--- config.mk ---
export PLATFORM = sky130hd
export DESIGN_NAME = muldiv_unit
export DESIGN_NICKNAME = d
export VERILOG_FILES = /design/src/rtl/muldiv_unit.sv
export SDC_FILE = /design/constraint.sdc
export NUM_CORES = 1
export LEC_CHECK = 0
export CAP_MARGIN = 10
export CORE_MARGIN = 3
export CORE_UTILIZATION = 50
export DETAILED_ROUTE_END_ITERATION = 7
export MAX_ROUTING_LAYER = met4
export PLACE_DENSITY = 0.7
export SLEW_MARGIN = 10
export SYNTH_ARGS = -nofsm -noshare
export SYNTH_HDL_FRONTEND = slang
export SYNTH_SLANG_ARGS = --single-unit
--- constraint.sdc ---
create_clock -name clk -period 4 [get_ports clk]
set_input_delay 0.6 -clock clk [delete_from_list [all_inputs] [get_ports clk]]
set_output_delay 0.6 -clock clk [all_outputs]
set_load 0.01 [all_outputs]
--- src/rtl/muldiv_unit.sv ---
// Iterative RV32M multiply/divide unit: radix-2 shift-add multiply, restoring divide.
// Define MULDIV_EARLY_OUT_EN to bypass the iteration loop for divide-by-zero and signed overflow.
module muldiv_unit #(
    parameter int unsigned XLEN = 32
) (
    input  logic            clk,
    input  logic            rst_n,
    input  logic            start,
    input  logic            flush,
    input  logic [2:0]      funct3,
    input  logic [XLEN-1:0] op_a,
    input  logic [XLEN-1:0] op_b,
    input  logic [4:0]      rd_in,
    output logic            busy,
    output logic            done,
    output logic [XLEN-1:0] result,
    output logic [4:0]      rd_out,
    output logic            reg_write
);

    typedef enum logic [1:0] {StIdle, StCalc, StFix, StDone} state_e;

    localparam logic [5:0] LastIter = 6'(XLEN - 1);

    state_e            state_q, state_d;
    logic [2:0]        f3_q, f3_d;
    logic [XLEN-1:0]   a_q, a_d;
    logic [XLEN-1:0]   opnd_q, opnd_d;
    logic [XLEN-1:0]   result_q, result_d;
    logic [2*XLEN-1:0] acc_q, acc_d;
    logic [5:0]        cnt_q, cnt_d;
    logic [4:0]        rd_q, rd_d, rd_out_q, rd_out_d;
    logic              neg_a_q, neg_a_d, neg_b_q, neg_b_d;
    logic              div0_q, div0_d, ovf_q, ovf_d;

    logic            is_div_in, a_signed, b_signed, in_neg_a, in_neg_b;
    logic            div0_in, ovf_in, early_in;
    logic [XLEN-1:0] mag_a, mag_b, int_min;

    assign int_min   = {1'b1, {(XLEN-1){1'b0}}};
    assign is_div_in = funct3[2];
    assign a_signed  = (funct3 == 3'b001) || (funct3 == 3'b010) ||
                       (funct3 == 3'b100) || (funct3 == 3'b110);
    assign b_signed  = (funct3 == 3'b001) || (funct3 == 3'b100) || (funct3 == 3'b110);
    assign in_neg_a  = a_signed && op_a[XLEN-1];
    assign in_neg_b  = b_signed && op_b[XLEN-1];
    assign mag_a     = in_neg_a ? -op_a : op_a;
    assign mag_b     = in_neg_b ? -op_b : op_b;
    assign div0_in   = is_div_in && (op_b == '0);
    assign ovf_in    = is_div_in && !funct3[0] && (op_a == int_min) && (op_b == '1);

`ifdef MULDIV_EARLY_OUT_EN
    assign early_in = div0_in || ovf_in;
`else
    assign early_in = 1'b0;
`endif

    // acc holds {partial product, multiplier} or {partial remainder, dividend/quotient}
    logic [XLEN:0]     mul_sum, div_shift, div_diff;
    logic [2*XLEN-1:0] mul_next, div_next;

    assign mul_sum   = {1'b0, acc_q[2*XLEN-1:XLEN]} + (acc_q[0] ? {1'b0, opnd_q} : '0);
    assign mul_next  = {mul_sum, acc_q[XLEN-1:1]};
    assign div_shift = {acc_q[2*XLEN-1:XLEN], acc_q[XLEN-1]};
    assign div_diff  = div_shift - {1'b0, opnd_q};
    assign div_next  = div_diff[XLEN] ? {div_shift[XLEN-1:0], acc_q[XLEN-2:0], 1'b0}
                                      : {div_diff[XLEN-1:0], acc_q[XLEN-2:0], 1'b1};

    logic [2*XLEN-1:0] prod;
    logic [XLEN-1:0]   quo, rem, fix_res;

    always_comb begin
        prod = (neg_a_q ^ neg_b_q) ? -acc_q : acc_q;
        quo  = (neg_a_q ^ neg_b_q) ? -acc_q[XLEN-1:0] : acc_q[XLEN-1:0];
        rem  = neg_a_q ? -acc_q[2*XLEN-1:XLEN] : acc_q[2*XLEN-1:XLEN];
        if (div0_q) begin
            quo = '1;
            rem = a_q;
        end else if (ovf_q) begin
            quo = int_min;
            rem = '0;
        end
        case (f3_q)
            3'b000:                 fix_res = prod[XLEN-1:0];
            3'b001, 3'b010, 3'b011: fix_res = prod[2*XLEN-1:XLEN];
            3'b100, 3'b101:         fix_res = quo;
            default:                fix_res = rem;
        endcase
    end

    always_comb begin
        state_d  = state_q;
        f3_d     = f3_q;
        a_d      = a_q;
        opnd_d   = opnd_q;
        acc_d    = acc_q;
        cnt_d    = cnt_q;
        rd_d     = rd_q;
        neg_a_d  = neg_a_q;
        neg_b_d  = neg_b_q;
        div0_d   = div0_q;
        ovf_d    = ovf_q;
        result_d = result_q;
        rd_out_d = rd_out_q;
        unique case (state_q)
            StIdle: begin
                if (start && !flush) begin
                    f3_d    = funct3;
                    a_d     = op_a;
                    rd_d    = rd_in;
                    neg_a_d = in_neg_a;
                    neg_b_d = in_neg_b;
                    div0_d  = div0_in;
                    ovf_d   = ovf_in;
                    opnd_d  = is_div_in ? mag_b : mag_a;
                    acc_d   = {{XLEN{1'b0}}, is_div_in ? mag_a : mag_b};
                    cnt_d   = '0;
                    state_d = early_in ? StFix : StCalc;
                end
            end
            StCalc: begin
                if (flush) begin
                    state_d = StIdle;
                end else begin
                    acc_d = f3_q[2] ? div_next : mul_next;
                    cnt_d = cnt_q + 6'd1;
                    if (cnt_q == LastIter) begin
                        state_d = StFix;
                    end
                end
            end
            StFix: begin
                if (flush) begin
                    state_d = StIdle;
                end else begin
                    result_d = fix_res;
                    rd_out_d = rd_q;
                    state_d  = StDone;
                end
            end
            StDone: state_d = StIdle;
            default: state_d = StIdle;
        endcase
    end

    always_ff @(posedge clk or negedge rst_n) begin
        if (!rst_n) begin
            state_q  <= StIdle;
            f3_q     <= '0;
            a_q      <= '0;
            opnd_q   <= '0;
            acc_q    <= '0;
            cnt_q    <= '0;
            rd_q     <= '0;
            neg_a_q  <= 1'b0;
            neg_b_q  <= 1'b0;
            div0_q   <= 1'b0;
            ovf_q    <= 1'b0;
            result_q <= '0;
            rd_out_q <= '0;
        end else begin
            state_q  <= state_d;
            f3_q     <= f3_d;
            a_q      <= a_d;
            opnd_q   <= opnd_d;
            acc_q    <= acc_d;
            cnt_q    <= cnt_d;
            rd_q     <= rd_d;
            neg_a_q  <= neg_a_d;
            neg_b_q  <= neg_b_d;
            div0_q   <= div0_d;
            ovf_q    <= ovf_d;
            result_q <= result_d;
            rd_out_q <= rd_out_d;
        end
    end

    // A flush arriving in DONE suppresses the write as well
    assign busy      = (state_q != StIdle);
    assign done      = (state_q == StDone) && !flush;
    assign reg_write = done && (rd_out_q != '0);
    assign result    = result_q;
    assign rd_out    = rd_out_q;

endmodule

* After elaboration in Yosys (flattened, before gate mapping) *
Cells that the tools add are included.

word-level totals
  register bits = 185
  output and inout port bits = 40
  logic and storage cells = 95
  input port bits = 76

cells by class
  eq/ne operators = 18
  muxes and demuxes = 26
  $add $sub $neg = 8
  reduce and logical (&&, ||, !) cells = 28
  bitwise operators = 2

operators by type and width
  cell                    number
  $mux W32                11
  $mux W64                5
  $neg A32 Y32            4
  $pmux W64 S2            1
  $pmux W32 S3            1
  $eq A32 B32 Y1 const B  2
  $neg A64 Y64            1
  $add A32 B32 Y33        1
  $sub A33 B32 Y33        1
  $logic_not A32 Y1       1
  $eq A3 B3 Y1 const B    4
  $mux W6                 2
  $pmux W6 S2             1
  $eq A3 B2 Y1 const B    3
  $logic_and A1 B1 Y1     9
  $mux W2                 4
  $pmux W2 S4             1
  $add A6 B1 Y6 const B   1
  $eq A3 B1 Y1 const B    2
  $eq A6 B5 Y1 const B    1
  $reduce_and A2 Y1       3
  $logic_or A1 B1 Y1      5
  $reduce_bool A5 Y1      1
  $eq A2 B2 Y1 const B    2
  12 further kinds        15

* Logic depth before layout (Yosys ltp) *
Gate-level depths: netlist of run 1.

  depth after elaboration = 9
  mapped depth = 14
  gate-level depth less buffers = 13

* Least setup slack after synthesis of run 1 *
OpenSTA, ideal clock, no wires.

  kind = reg-to-reg
  start point = reg acc_q[0]
  end point = reg acc_q[59]
  cell stages (with the launch flop) = 14
  path buffers = 1
  path slack = 0.755 ns
  data arrival time = 3.119 ns
  setup time = 0.126 ns
  required time = 3.874 ns
  clock period less this slack = 3.245 ns
  cells stage by stage = dfrtp_1 inv_1 clkbuf_1 nor2_1 ha_1 a21o_1 a21oi_1 a21oi_1 nor2b_1 o41ai_1 a21oi_1 o21ai_0 xor2_1 a221o_1

on the way
  cells in the longest elaborated chain, start to end = 5

ends and longest elaborated chain
  element                 RTL line  RTL
  start, declared         30        logic [2*XLEN-1:0] acc_q, acc_d;
  start signal, assigned  152       acc_q <= '0;
  start signal, assigned  166       acc_q <= acc_d;
  $mux W32                62        assign mul_sum = {1'b0, acc_q[2*XLEN-1:XLEN]} + (acc_q[0] ? {1'b0, opnd_q} : '0);
  $add A32 B32 Y33        62
  $mux W64                125       acc_d = f3_q[2] ? div_next : mul_next;
  $mux W64                122       if (flush) begin
  $pmux W64 S2            105       unique case (state_q)

No other way between the ends. The select of a mux whose other input is x is not followed.
A chain may end at the register's enable or synchronous reset.

* Final worst setup path of run 1 *
  start point = reg acc_q[32]
  end point = reg acc_q[62]

on the way
  cells in the longest elaborated chain, start to end = 5
  elaborated cells on any way between the ends = 6
  those cells by class = add/sub (2); mux (4)

ends and longest elaborated chain
  element           RTL line  RTL
  $sub A33 B32 Y33  65        assign div_diff = div_shift - {1'b0, opnd_q};
  $mux W64          66        assign div_next = div_diff[XLEN] ? {div_shift[XLEN-1:0], acc_q[XLEN-2:0], 1'b0}
  $mux W64 (*)      125
  $mux W64 (*)      122
  $pmux W64 S2 (*)  105

Mark *: on every way between the ends. The rest lies on a longest branch, timed or not. The select of a mux whose other input is x is not followed.

==> qor.yml, run 1 <==
path_class: "flop to flop"
worstMarginPinSlew_ns: 0.903
yosys.area.top_type_share: 0.281
clock_latency_ns: 0.47
grt_usage: 0.378
numClockSinks: 185
grt_pass1_wl_um: 99800
stdcell_area_um2: 18900
ctsResizeCount: 0
synth_area_um2: 16500
dieHeight_um: 187
rows: 65
post_cts_buffers: 0
drt-vias-per-instance: 6.52
grt_pass1_vias: 16434
cts_made_buffers: 17
ant_nets: 0
rsz0062_at_grt: "no"
yosysWarnings: 0
p_seq_frac: 0.240
p_leak_nw: 8.13
core_um2: 32000
vias: 17562
setup_slack_ns: 0.297
synthFlopType: "dfrtp_1"
ys_seq_area_frac: 0.281
min_period_over_period: 0.926
die_width_um: 187
postSynth.asyncResetShare: 1.00
cts_tree: "yes"
gp_congestion: 1.00
placedInstanceArea_um2: 18300
synth_top_cell_by_area: "dfrtp_1"
status: "complete, no violations"
routed_wl_um: 65900
clock.fmax_mhz: 270
clockRootBuffer: "clkbuf_16"
synth_nets: 2318
ir_drop_uv: 366
synth_cell_types: 72
hold_buffers: 0
syn_area_per_cell_um2: 7.58
skew_ns: 0.0204
place_hpwl_um: 51700
hold_viol: 0
p_sw_frac: 0.506
place.port_buffers: 115
cp.arrival_ns: 4.09
fin_crit_ns: 3.70
required_ns: 4.39
areaGrowthSynthToFinish_pct: 15.1
drtPass1Iterations: 6
cp-end-kind: "flop"
hold_slack_ns: 0.206
path_max_fanout: 7
pwr-share-clk: 0.152
synthTopCellsByArea: "dfrtp_1, nand2_1, a21oi_1"
drt-initial-drc-count: 2060
drcViolationCount: 0
max-cap-violations: 0
syn_inst: 2170
ys_seq_elements: 185
clock_path_buffers: 2
grt.overflow.total: 0
nets: 2393
p_int_mw: 5.88
cts.clk_slew.worst_paths_ns: 0.09
antennaDiodeCount: 0
pin_count: 116
switchingPower_mw: 6.03
critPathLaunchType: "flop"
detail_route.wl_per_cell_um: 24.5
hp-class: "input port to async pin"
pre_cts_slack_ns: 0.224
drive_gt1_frac: 0.0686
initial_core_util: 0.515
synth_edf_count: 0
p_per_area_nw_per_um2: 629
pwr-share-comb: 0.608
antenna_found_initial: 0
slew_headroom: 0.396
die-area_um2: 35100
fin_setup_tns_ns: 0
reg2reg_setup_slack_ns: 0.30
grt_max_degree: 100
report.final.slew_viol_count: 0
setup_viol: 0
cts-htree-levels: 4
==> worst paths after layout <==
kind / from / endpoint / cells after the start
setup / recovery: acc_q[32] / acc_q[62] / 12
hold / removal: rst_n / cnt_q[3] / 1
setup reg to reg: acc_q[32] / acc_q[62] / 12
hold reg to reg: rd_q[3] / rd_out[3] / 2
max in group asynchronous: rst_n / acc_q[50] / 2
min in group clk: rd_q[3] / rd_out[3] / 2
==> flip-flops by register name (all words and copies together) (netlist names) <==
name     flops
acc_q       64
result      32
a_q         32
neg_b_q      1
div0_q       1
neg_a_q      1
f3_q         3
ovf_q        1
rd_q         5
state_q      2
opnd_q      32
rd_out       5
cnt_q        6
==> cell families (layout without fill, tap and decap cells) <==
| group | Yosys count | count (layout) | share of synthesized area |
|---|---|---|---|
| multiplexers | 62 | 62 | 0.0386 |
| AND/OR/NAND/NOR | 769 | 769 | 0.212 |
| AO/OA/AOI/OAI | 672 | 672 | 0.258 |
| flip-flops | 185 | 185 | 0.281 |
| XOR/XNOR | 199 | 199 | 0.106 |
| buffers and inverters | 211 | 299 | 0.0486 |
| adder cells (fa/ha/maj) | 72 | 72 | 0.0557 |
==> critical path, cell delays in order, from the launching register on <==
cell and delay (ns):
dfrtp_1 0.53, inv_1 0.23, fa_1 0.44, nand2b_1 0.20, a21o_1 0.21, a21boi_0 0.39
a21boi_0 0.26, o21ai_0 0.38, a2111oi_0 0.22, buf_4 0.18, o21a_1 0.16, o31a_1 0.28
a31oi_1 0.15
==> final cells by class <==
type                    instances  area, um^2
fillers                      3050       13000
multi-input cells            1774       11100
flip-flops and latches        185        4630
repair buffers                200        1830
well taps                     435         544
clock buffers                  17         425
inverters                      67         251
clock inverters                15         189
==> cells in the final DEF (no fill, tap or decap), types with 11 or more instances in the layout <==
master             n
nor4_1            21
nor3_1            48
o31ai_1           23
nand2_1          301
a31oi_1           27
clkbuf_16         17
nor2_1           219
a22oi_1           11
or3_1             17
mux2_2            12
nand4_1           20
a211oi_1          26
nor2b_1           19
ha_1              70
o21bai_1          11
nand2b_1          18
mux2i_1           50
a21oi_1          206
o211ai_1          26
buf_4             82
xnor2_1          111
a21o_1            27
clkdlybuf4s50_1  113
o21ai_0          167
xor2_1            85
a221oi_1          51
and3_1            14
inv_1             66
dfrtp_1          184
nand3_1           39
o21a_1            13
==> power groups by stage <==
stage	sequential [mW]	combinational [mW]	clock, mW
after global placement	2.84	6.99	0
after floorplan	2.60	4.87	0
after global routing	2.88	7.83	1.90
after detailed placement	2.85	7.02	0
final	2.85	7.24	1.81
after CTS	2.82	7.07	1.83
==> layer usage <==
| metal | vias up | GRT usage | routed length, um |
|---|---|---|---|
| li1 | 7956 | - | - |
| met1 | 8459 | 0.506 | 27800 |
| met2 | 982 | 0.563 | 28700 |
| met3 | 165 | 0.0718 | 6100 |
| met4 | 0 | 0.157 | 3330 |
| met5 | - | - | 0 |
==> cell usage after synthesis (all sizes together) (26+ instances only) <==
cell type	instances
o211ai	26
nand2	302
dfrtp	185
a21oi	206
a31oi	27
nor3	48
xor2	86
a221oi	51
mux2i	50
o21ai	168
xnor2	113
nand3	39
a211oi	27
a21o	27
ha	70
inv	66
clkbuf	130
nor2	220
==> per-stage QoR <==
stage / instances / utilization / total power [mW]
after floorplan: 2170 / - / 7.47
after global placement: 2661 / 0.573 / 9.83
after detailed placement: 2661 / 0.573 / 9.87
after CTS: 2693 / 0.593 / 11.7
after global routing: 2693 / 0.593 / 12.6
final: 2693 / 0.593 / 11.9
No activity file was read; power rests on OpenSTA's default activity.
==> inputs of run 2 (changes only) <==
- CELL_PAD_IN_SITES_DETAIL_PLACEMENT: not set -> 1
- CELL_PAD_IN_SITES_GLOBAL_PLACEMENT: not set -> 1
- CORE_UTILIZATION: 50 -> 45
- PLACE_DENSITY: 0.7 -> not set
- PLACE_DENSITY_LB_ADDON: not set -> 0.1
==> qor.yml, run 2 (synthesis results as in run 1) <==
grt_usage: 0.392  # +0.0142
ir_drop_uv: 368  # +0.61%
dieHeight_um: 197  # +5.2%
vias: 17837  # +1.6%
drive_gt1_frac: 0.0715  # +0.00288
numClockSinks: 185  # unchanged
clock_path_buffers: 2  # unchanged
worstMarginPinSlew_ns: 0.851  # -0.0524 ns
report.final.slew_viol_count: 0  # unchanged
hold_viol: 0  # unchanged
drt-vias-per-instance: 6.54  # +0.23%
crit_family: "compound AO/OA/AOI/OAI gates"
fin_setup_tns_ns: 0  # unchanged
cp-end-kind: "flop"
ctsResizeCount: 0  # unchanged
setup_viol: 0  # unchanged
place_hpwl_um: 58800  # +14%
critPathSlowestCell: "dfrtp_1"
largest_reg_flops: 64  # unchanged
place.port_buffers: 115  # unchanged
p_leak_nw: 8.17  # +0.57%
nets: 2400  # +0.29%
drtPass1Iterations: 5  # -1
cts_made_buffers: 17  # unchanged
clock.fmax_mhz: 261  # -3.4%
min_period_over_period: 0.958  # +0.0321
gp_congestion: 1.03  # +2.8%
final_cell_mix: "nand2_1, nor2_1, a21oi_1"
critPathMaxStageDelay_ns: 0.46  # -0.07 ns
top_register: "acc_q"
antenna_found_initial: 3  # +3
grt.overflow.total: 0  # unchanged
die_width_um: 197  # +5.2%
path_cells: "inv_1 -> ha_1 -> fa_1 -> nand2b_1 -> a21o_1 -> a21bo_2 -> a21oi_1 -> a31oi_1 -> xnor2_2 -> buf_12 -> mux2_2 -> a32oi_1 -> o21ai_0"
placedInstanceArea_um2: 18500  # +0.71%
fin_crit_ns: 3.83  # +0.128 ns
clockRootBuffer: "clkbuf_16"
routed_wl_um: 75000  # +14%
hold_buffers: 0  # unchanged
hp-class: "input port to async pin"
cts.clk_slew.worst_paths_ns: 0.09  # about the same
drt-initial-drc-count: 1826  # -11%
p_per_area_nw_per_um2: 644  # +2.5%
rsz0062_at_grt: "no"
pin_count: 116  # unchanged
required_ns: 4.35  # -0.04 ns
grt_max_degree: 98  # -2.0%
initial_core_util: 0.459  # -0.0556
critPathLaunchType: "flop"
areaGrowthSynthToFinish_pct: 15.8
grt_pass1_wl_um: 112000  # +13%
slew_headroom: 0.418  # +0.0217
rows: 69  # +6.2%
worst-path-buf-inv: 2  # unchanged
hold_slack_ns: 0.161  # -0.0447 ns
die-area_um2: 38900  # +11%
nFillCells: 4423  # +45%
detail_route.wl_per_cell_um: 27.5  # +12%
stdcell_area_um2: 19100  # +0.59%
final_util: 0.532  # -0.0608
max-cap-violations: 0  # unchanged
layout_commonest_cell: "nand2_1"
total_power_mw: 12.3  # +3.1%
core_um2: 35800  # +12%
drcViolationCount: 0  # unchanged
path_class: "flop to flop"
post_cts_buffers: 0  # unchanged
ant_nets: 0  # unchanged
skew_ns: 0.0122  # -0.00822 ns
status: "complete, no violations"
clock_latency_ns: 0.47  # about the same
cp.arrival_ns: 4.18  # +0.09 ns
cts_tree: "yes"
cts-htree-levels: 4  # unchanged
path_max_fanout: 34  # +27
grt_pass1_vias: 17649  # +7.4%
## run 2: cell count changes in the layout (fill, tap and decap cells not counted), moves of 2 or more
cell / previous run / this run
inv_8: 6 / 3
diode_2: 0 / 3
inv_12: 2 / 0
inv_6: 1 / 3
clkinv_8: 4 / 2
buf_12: 3 / 6
clkinv_4: 0 / 2
clkinv_2: 0 / 3
buf_4: 82 / 86
## run 2: worst register-to-register path: stages (launching register included)
cell      delay [ns]
dfrtp_1         0.46
inv_1           0.12
ha_1            0.22
fa_1            0.38
nand2b_1        0.20
a21o_1          0.21
a21bo_2         0.21
a21oi_1         0.32
a31oi_1         0.35
xnor2_2         0.28
buf_12          0.26
mux2_2          0.38
a32oi_1         0.20
o21ai_0         0.11
## run 2: per-stage QoR
step | setup WS [ns] | instances
6_report | 0.169 | 2729
5_1_grt | 0.0700 | 2729
4_1_cts | 0.219 | 2726
3_5_place_dp | 0.251 | 2694
3_3_place_gp | 0.298 | 2694
2_1_floorplan | 0.755 | 2170
## run 2: path summary, 6_finish.rpt
path	startpoint	end	slack, ns	cells past startpoint
setup / recovery	acc_q[31]	acc_q[39]	0.17	13
hold / removal	rst_n	acc_q[54]	0.16	1
setup reg to reg	acc_q[31]	acc_q[39]	0.17	13
hold reg to reg	rd_q[4]	rd_out[4]	0.47	2
max in group asynchronous	rst_n	acc_q[5]	2.74	2
min in group clk	rd_q[4]	rd_out[4]	0.47	2
## run 2: final cells by class
cell class | count | area, um^2 | share of cell area
sequential | 185 | 4630 | 0.243
tap | 461 | 577 | 0.0303
timing repair buffer | 207 | 1920 | 0.101
inverter | 67 | 251 | 0.0132
antenna | 3 | 7.51 | 0.000394
multi-input combinational | 1774 | 11100 | 0.582
clock buffer | 17 | 425 | 0.0223
clock inverter | 15 | 163 | 0.00854
## run 2: report_power, final
part	total (mW)	switching (mW)	internal, mW
clock network	1.79	0.907	0.886
registers	2.86	0.614	2.25
logic	7.62	4.81	2.81
total	12.3	6.33	5.94
## run 2: metal layers
metal | up-vias | global-route usage | routed length, um
met2 | 802 | 0.601 | 33500
li1 | 7955 | - | -
met4 | 0 | 0.165 | 3610
met1 | 8891 | 0.511 | 32100
met3 | 189 | 0.0749 | 5720
met5 | - | - | 0
==> inputs of run 3 (changes only) <==
- CAP_MARGIN: 10 -> 20
- CORE_UTILIZATION: 45 -> 49
- clock period: 4 -> 4.6 ns (I/O delays scaled with it)
==> qor.yml, run 3 (synthesis results as in run 1) <==
status: "complete, no violations"
numClockSinks: 185  # unchanged
setup_viol: 0  # unchanged
ctsResizeCount: 0  # unchanged
critPathLaunch: "acc_q[31]"
reg2reg_setup_slack_ns: 0.63  # +0.46 ns
hold_buffers: 0  # unchanged
vias: 17944  # +0.60%
path_class: "flop to flop"
cp.arrival_ns: 4.32  # +0.14 ns
dieHeight_um: 189  # -4.0%
rr_worst_depth: 13  # unchanged
p_int_mw: 5.05  # -15%
path_max_fanout: 12  # -65%
pwr-share-comb: 0.597  # -0.024
pwr-share-clk: 0.148  # +0.002
die_width_um: 189  # -4.0%
detail_route.wl_per_cell_um: 27.2  # -0.93%
grt_max_degree: 94  # -4.1%
final_cell_mix: "nand2_1, nor2_1, a21oi_1"
ant_nets: 0  # unchanged
max-cap-violations: 0  # unchanged
hold_viol: 0  # unchanged
p_leak_nw: 7.91  # -3.2%
place_hpwl_um: 56000  # -4.8%
met1_usage: 0.527  # +0.0159
fin_setup_tns_ns: 0  # unchanged
required_ns: 4.96  # +0.61 ns
drive_gt1_frac: 0.0509  # -0.0206
cts.clk_slew.worst_paths_ns: 0.07  # -0.02 ns
slew_headroom: 0.291  # -0.127
drt-initial-drc-count: 2090  # +14%
rsz0062_at_grt: "no"
post_cts_buffers: 0  # unchanged
gp_congestion: 1.01  # -2.0%
report.final.slew_viol_count: 0  # unchanged
pin_count: 116  # unchanged
clock_path_buffers: 2  # unchanged
initial_core_util: 0.502  # +0.0426
place.port_buffers: 115  # unchanged
stdcell_area_um2: 18600  # -2.3%
drt-vias-per-instance: 6.74  # +3.1%
grt_usage: 0.415  # +0.0225
r2r-end: "acc_q[34]"
met3_usage: 0.0667  # -0.00822
clock_latency_ns: 0.48  # about the same
antenna_found_initial: 1  # -2
placedInstanceArea_um2: 18000  # -2.2%
hp-class: "input port to async pin"
critPathLaunchType: "flop"
ir_drop_uv: 346  # -5.9%
p_per_area_nw_per_um2: 559  # -13%
clockRootBuffer: "clkbuf_16"
timing.rr.start: "acc_q[31]"
die-area_um2: 35800  # -7.9%
nets: 2355  # -1.9%
min_period_over_period: 0.863  # -0.0950
core_um2: 32800  # -8.5%
drtPass1Iterations: 5  # unchanged
crit_end: "acc_q[34]"
areaGrowthSynthToFinish_pct: 13.1
cts_tree: "yes"
grt.overflow.total: 0  # unchanged
cts-htree-levels: 4  # unchanged
drcViolationCount: 0  # unchanged
use_met2: 0.643  # +0.0428
p_sw_frac: 0.514  # -0.00169
grt-busiest-layer: "met2"
grt_pass1_wl_um: 111000  # -1.5%
clock.fmax_mhz: 252  # -3.5%
worstMarginPinSlew_ns: 1.06  # +0.212 ns
grt_pass1_vias: 18221  # +3.2%
largest_reg_flops: 64  # unchanged
fin_crit_ns: 3.97  # +0.138 ns
cp-end-kind: "flop"
rows: 66  # -4.3%
switchingPower_mw: 5.35  # -16%
cts_made_buffers: 17  # unchanged
p_seq_frac: 0.255  # +0.022
layout_commonest_cell: "nand2_1"
routed_wl_um: 72400  # -3.4%
top_register: "acc_q"
skew_ns: 0.0173  # +0.00512 ns
## run 3: per-layer routing
metal | share of wire | wire length (um)
met5 | 0 | 0
met4 | 0.061 | 4450
met3 | 0.085 | 6130
met2 | 0.45 | 32900
met1 | 0.40 | 29000
## run 3: final cells by class
cell class                      instances  area (um^2)
Clock buffer                           20          447
Clock inverter                         10          119
Multi-Input combinational cell       1774        11100
Fill cell                            4111        14200
Antenna cell                            2         5.00
Timing Repair Buffer                  162         1530
Tap cell                              442          553
Sequential cell                       185         4630
Inverter                               67          251
## run 3: critical path: stages (launching register included)
cell and delay [ns]:
dfrtp_1 0.49, inv_1 0.12, ha_1 0.23, fa_1 0.40
nand2b_1 0.21, a21o_1 0.21, a21bo_2 0.23, a21oi_1 0.14
buf_4 0.16, a31oi_1 0.21, xnor2_2 0.67, buf_4 0.35
o21ai_0 0.10, a221o_1 0.33
## run 3: worst min path at each step
stage,from,to,slack [ns],depth (start not counted)
6_report,rst_n,acc_q[61],0.31,1
5_1_grt,rst_n,result[31],0.36,1
4_1_cts,rst_n,acc_q[61],0.33,1
3_5_place_dp,rd_q[4],rd_out[4],0.46,2
3_3_place_gp,rd_q[1],rd_out[1],0.45,2
2_1_floorplan,rst_n,a_q[0],0.39,0
## run 3: power groups by stage
stage               combinational (mW)  sequential (mW)  clock (mW)
floorplan                         4.23             2.26           0
global placement                  5.80             2.62           0
detailed placement                5.98             2.65           0
CTS                               6.04             2.62        1.54
global route                      6.71             2.68        1.61
finish                            6.20             2.66        1.54
## run 3: metrics by stage
stage	power (mW)	hold WS (ns)	cells	worst slack, ns	util
3_3_place_gp	8.42	0.453	2630	0.827	0.550
5_1_grt	11.0	0.358	2661	0.182	0.568
4_1_cts	10.2	0.332	2660	0.725	0.568
6_report	10.4	0.306	2662	0.631	0.568
3_5_place_dp	8.62	0.464	2630	0.662	0.550
2_1_floorplan	6.50	0.394	2170	1.35	-
==> RTL change 1: new RTL, settings of run 2 <==
The 4 states of `state_e` get a one-hot encoding in 4 bits.
--- a/src/rtl/muldiv_unit.sv
+++ b/src/rtl/muldiv_unit.sv
@@ -18,7 +18,7 @@
     output logic            reg_write
 );
 
-    typedef enum logic [1:0] {StIdle, StCalc, StFix, StDone} state_e;
+    typedef enum logic [3:0] {StIdle = 4'b0001, StCalc = 4'b0010, StFix = 4'b0100, StDone = 4'b1000} state_e;
 
     localparam logic [5:0] LastIter = 6'(XLEN - 1);
 
Formal check against the unedited RTL: no difference found for any inputs over 4 cycles, from zero or initial values and one cycle with rst_n low; so few cycles prove little.
==> RTL change 1 against run 2 <==
  * Final area is 1.3% lower
  * Sequential share of layout area is 0.59 points higher
  * Routed wire length is 5.1% lower
  * Synthesized area is 1.7% lower
  * Sequential cell count is 2 higher
  * Clock power is 3% lower
  * Sequential power is 11% lower
  * Worst setup slack better by 0.018 ns
  * Hold slack better by 0.011 ns
  * Fmax is 0.48% higher
  * Count of clock-buffer cells in the layout is 1 higher
  * Total power is 33% lower
==> RTL change 1: results (changes against run 2) <==
outcome: "complete, no violations"
synth_compound_area_share_pct: 24.3  # -1.5 points
antenna_cells_inserted: 0  # -3
crit_path_max_fanout: 6  # -82%
met2_wirelength_um: 31600  # -5.6%
netlist_top_cells_count: "383 x sky130_fd_sc_hd__nand2_1, 186 x sky130_fd_sc_hd__dfrtp_1, 184 x sky130_fd_sc_hd__o21ai_0, 144 x sky130_fd_sc_hd__nor2_1, 144 x sky130_fd_sc_hd__xnor2_1"
r2r_cells: 11  # -2
detailedPlace.worstSlack_ns: -0.124  # -0.375 ns
regToRegStartpoint: "acc_q[22]"
post-dp-hpwl_um: 55900  # -5.0%
crit-reg2reg-capture: "result[25]"
yosys.cell_types.count: 70  # -2.8%
finClkSkew_ns: 0.0141  # +0.00196 ns
vdd.ir_drop.worst_v: 0.000386  # +4.8%
gr-usage-met1_pct: 49.3  # -1.8 points
yosys-top-cells-area: "sky130_fd_sc_hd__dfrtp_1 29%, sky130_fd_sc_hd__nand2_1 8.9%, sky130_fd_sc_hd__xnor2_1 7.8%"
synth_cells: 2093  # -3.5%
initialDrtViolationCount: 1567  # -14%
p_sw_mw: 3.76  # -41%
hold_slack_ns: 0.172  # +0.0107 ns
wirelength_met1_um: 30000  # -6.5%
worstSetupEndpoint: "result[25]"
instances_no_fill: 2650  # -2.9%
wl_per_cell_um: 26.8  # -2.3%
timing.critical_path.from: "acc_q[22]"
achievable_freq_ghz: 0.262  # +0.48%
global_route.usage.met3_pct: 7.95  # +0.47 points
finalWeightedCongestion: 1.01  # -2.2%
yosys.area_share.xor_xnor_pct: 11.3  # +0.72 points
filler_cell_count: 4362  # -1.4%
postSynthNetCount: 2241  # -3.3%
first_pass_grt_wire_length_um: 108000  # -3.5%
==> RTL change 1: cell types whose count changed after synthesis, sizes merged, moves of 14 or more <==
cell    before  now
a211oi      27   11
a21oi      206  110
nand2      302  384
nor2       220  144
nor3        48   30
o21ai      168  185
o221ai       9   38
o31ai       24   61
or4          7   21
xnor2      113  144
xor2        86   65
==> RTL change 1: kinds of logic after synthesis <==
family                   count (synthesis)
AND/OR/NAND/NOR                        746
multiplexers                            58
flip-flops                             187
XOR/XNOR                               209
adder cells (fa/ha/maj)                 72
buffers and inverters                  223
AO/OA/AOI/OAI                          598
==> RTL change 1: final cells by class <==
type	instances	area share (%)
Clock inverter	14	0.692
Inverter	65	1.32
Sequential cell	187	24.9
Tap cell	455	3.03
Multi-Input combinational cell	1683	57.0
Timing Repair Buffer	228	10.8
Clock buffer	18	2.34
==> RTL change 1: critical path: stages, from the launching register on <==
cell and delay (ns):
sky130_fd_sc_hd__dfrtp_1 0.45, sky130_fd_sc_hd__or4_1 0.50, sky130_fd_sc_hd__or3_1 0.39, sky130_fd_sc_hd__or3_1 0.46
sky130_fd_sc_hd__nor4_2 0.37, sky130_fd_sc_hd__buf_4 0.18, sky130_fd_sc_hd__nand2_1 0.09, sky130_fd_sc_hd__o41ai_4 0.43
sky130_fd_sc_hd__nand2_1 0.12, sky130_fd_sc_hd__xor2_1 0.19, sky130_fd_sc_hd__a221oi_1 0.36, sky130_fd_sc_hd__o31ai_1 0.12
==> RTL change 1: power by group through the flow <==
stage               Clock [mW]  Sequential (mW)  Combinational (mW)
CTS                       1.74             2.53                3.87
detailed placement           0             2.56                3.84
global placement             0             2.54                3.74
floorplan                    0             2.35                2.56
finish                    1.73             2.54                3.99
global route              1.82             2.58                4.30
==> RTL change 2: new RTL, config.mk and constraints of run 2 <==
Made on the original files. Add a define of `MULDIV_EARLY_OUT_EN`.
--- a/src/rtl/muldiv_unit.sv
+++ b/src/rtl/muldiv_unit.sv
@@ -1,5 +1,7 @@
 // Iterative RV32M multiply/divide unit: radix-2 shift-add multiply, restoring divide.
 // Define MULDIV_EARLY_OUT_EN to bypass the iteration loop for divide-by-zero and signed overflow.
+`define MULDIV_EARLY_OUT_EN
+
 module muldiv_unit #(
     parameter int unsigned XLEN = 32
 ) (
Behaviour: not the same (a bounded check fails within 4 cycles, from zero or initial values and one cycle with rst_n low).
==> RTL change 2 against run 2 <==
  * Worst setup slack got worse by 0.049 ns
  * Synthesized area decreased by 1.4%
  * Clock skew decreased by 0.0012 ns
  * Final cell count decreased by 3.0%
  * Routed wire length decreased by 6.1%
  * Sequential cell count unchanged
  * Total power increased by 33%
  * Hold slack got worse by 0.018 ns
  * Critical endpoint is now acc_q[34]
  * Non-clock buffer count decreased by 6
  * Final area decreased by 2.1%
==> RTL change 2: results (changes against run 2) <==
outcome: "complete, no violations"
first_pass_grt_wire_length_um: 106000  # -5.3%
post-dp-hpwl_um: 54200  # -7.8%
cp.arrival_ns: 4.24  # +0.06 ns
port_buffers: 115  # unchanged
netlist_top_cells_count: "293 x sky130_fd_sc_hd__nand2_1, 230 x sky130_fd_sc_hd__nor2_1, 185 x sky130_fd_sc_hd__dfrtp_1, 172 x sky130_fd_sc_hd__a21oi_1, 139 x sky130_fd_sc_hd__o21ai_0"
reg2reg_setup_slack_ns: 0.12  # -0.05 ns
yosys-top-cells-area: "sky130_fd_sc_hd__dfrtp_1 29%, sky130_fd_sc_hd__xnor2_1 6.8%, sky130_fd_sc_hd__nand2_1 6.8%"
vdd.ir_drop.worst_v: 0.000493  # +34%
initialDrtViolationCount: 1625  # -11%
max_slew_margin_pct: 27.7  # -14 points
wirelength_met1_um: 30100  # -6.2%
grt_usage_pct: 37.1  # -2.1 points
total_leakage_power_nw: 8.01  # -1.9%
largest_net_degree_at_the_start_of_global_routing: 90  # -8.2%
htree_levels: 4  # unchanged
yosys.area_share.xor_xnor_pct: 11.2  # +0.59 points
crit-reg2reg-capture: "acc_q[34]"
finClkSkew_ns: 0.0110  # -0.00122 ns
avgViaCountPerCell: 6.45  # -1.3%
antenna_cells_inserted: 0  # -3
synth_compound_area_share_pct: 25.6  # -0.25 points
met2_wirelength_um: 32000  # -4.7%
first_global_vias: 17200  # -2.6%
synth.mux.area_fraction_pct: 3.52  # -0.34 points
highest_delay_cell_along_the_critical_path: "sky130_fd_sc_hd__a2111oi_4"
antenna_found_initial: 0  # -3
final_layout_size_suffix_gt1_share_pct: 7.25  # +0.10 points
wl_per_cell_um: 26.6  # -3.2%
synth_fa_ha_area_share_pct: 5.65  # +0.081 points
nets: 2327  # -3.0%
filler_cell_count: 4329  # -2.1%
max_stage_delay_ns: 0.46  # about the same
detailroute.wirelength.met3_um: 4860  # -15%
yosys.cell_types.count: 79  # +9.7%
synthesis.yosys.warnings: 0  # unchanged
## RTL change 2: cell count changes after synthesis, moves of 12 or more
| cell | before | now |
|---|---|---|
| sky130_fd_sc_hd__a211oi_1 | 27 | 39 |
| sky130_fd_sc_hd__xnor2_1 | 113 | 126 |
| sky130_fd_sc_hd__o21ai_1 | 1 | 26 |
| sky130_fd_sc_hd__o21ai_0 | 167 | 139 |
| sky130_fd_sc_hd__nand3_1 | 39 | 22 |
| sky130_fd_sc_hd__a31oi_1 | 27 | 15 |
| sky130_fd_sc_hd__a21oi_1 | 206 | 172 |
## RTL change 2: cell families after synthesis
group / Yosys count
flip-flops: 185
AO/OA/AOI/OAI: 637
buffers and inverters: 222
adder cells (fa/ha/maj): 72
AND/OR/NAND/NOR: 732
multiplexers: 56
XOR/XNOR: 207
## RTL change 2: area by class of cell
type                    count  area, um2  area share, %
inverters                  70        263           1.41
clock inverters            15        163          0.872
well taps                 455        569           3.05
multi-input cells        1704      10800           57.7
clock buffers              17        425           2.28
repair buffers            201       1850           9.89
flip-flops and latches    185       4630           24.8
## RTL change 2: power breakdown
| part | total, mW | switching [mW] | internal (mW) |
|---|---|---|---|
| Combinational | 10.9 | 6.76 | 4.13 |
| Sequential | 3.69 | 0.996 | 2.70 |
| Clock | 1.78 | 0.897 | 0.886 |
| Total | 16.4 | 8.66 | 7.71 |
## RTL change 2: stage by stage
| step | hold slack (ns) | setup WS (ns) | util [%] | std cells | instance area [um2] |
|---|---|---|---|---|---|
| floorplan | 0.304 | 0.621 | - | 2111 | 16200 |
| global placement | 0.446 | -0.0217 | 51.5 | 2613 | 18000 |
| detailed placement | 0.468 | -0.107 | 51.5 | 2613 | 18000 |
| CTS | 0.203 | 0.144 | 53.2 | 2645 | 18600 |
| global route | 0.213 | -0.00835 | 53.2 | 2647 | 18700 |
| finish | 0.144 | 0.119 | 53.2 | 2647 | 18700 |
## RTL change 2: timing repair
action | CTS | global route
setup buffers | 0 | 2
endpoints found under the setup margin | 0 | 6
gates resized for setup | 0 | 2
## RTL change 2: worst max-delay path by stage
| stage | from | to | slack [ns] | cells past startpoint |
|---|---|---|---|---|
| 5_1_grt | acc_q[31] | acc_q[34] | -0.008 | 13 |
| 3_5_place_dp | op_a[7] | opnd_q[19] | -0.11 | 11 |
| 2_1_floorplan | acc_q[32] | acc_q[49] | 0.62 | 13 |
| 4_1_cts | acc_q[31] | acc_q[34] | 0.14 | 13 |
| 3_3_place_gp | op_a[7] | opnd_q[19] | -0.02 | 11 |
| 6_report | acc_q[31] | acc_q[34] | 0.12 | 13 |
## RTL change 2: metal layers
| layer | global-route usage, % | vias to the layer above |
|---|---|---|
| li1 | - | 7649 |
| met1 | 48.8 | 8578 |
| met2 | 57.2 | 704 |
| met3 | 5.50 | 149 |
| met4 | 16.0 | 0 |
| met5 | - | - |
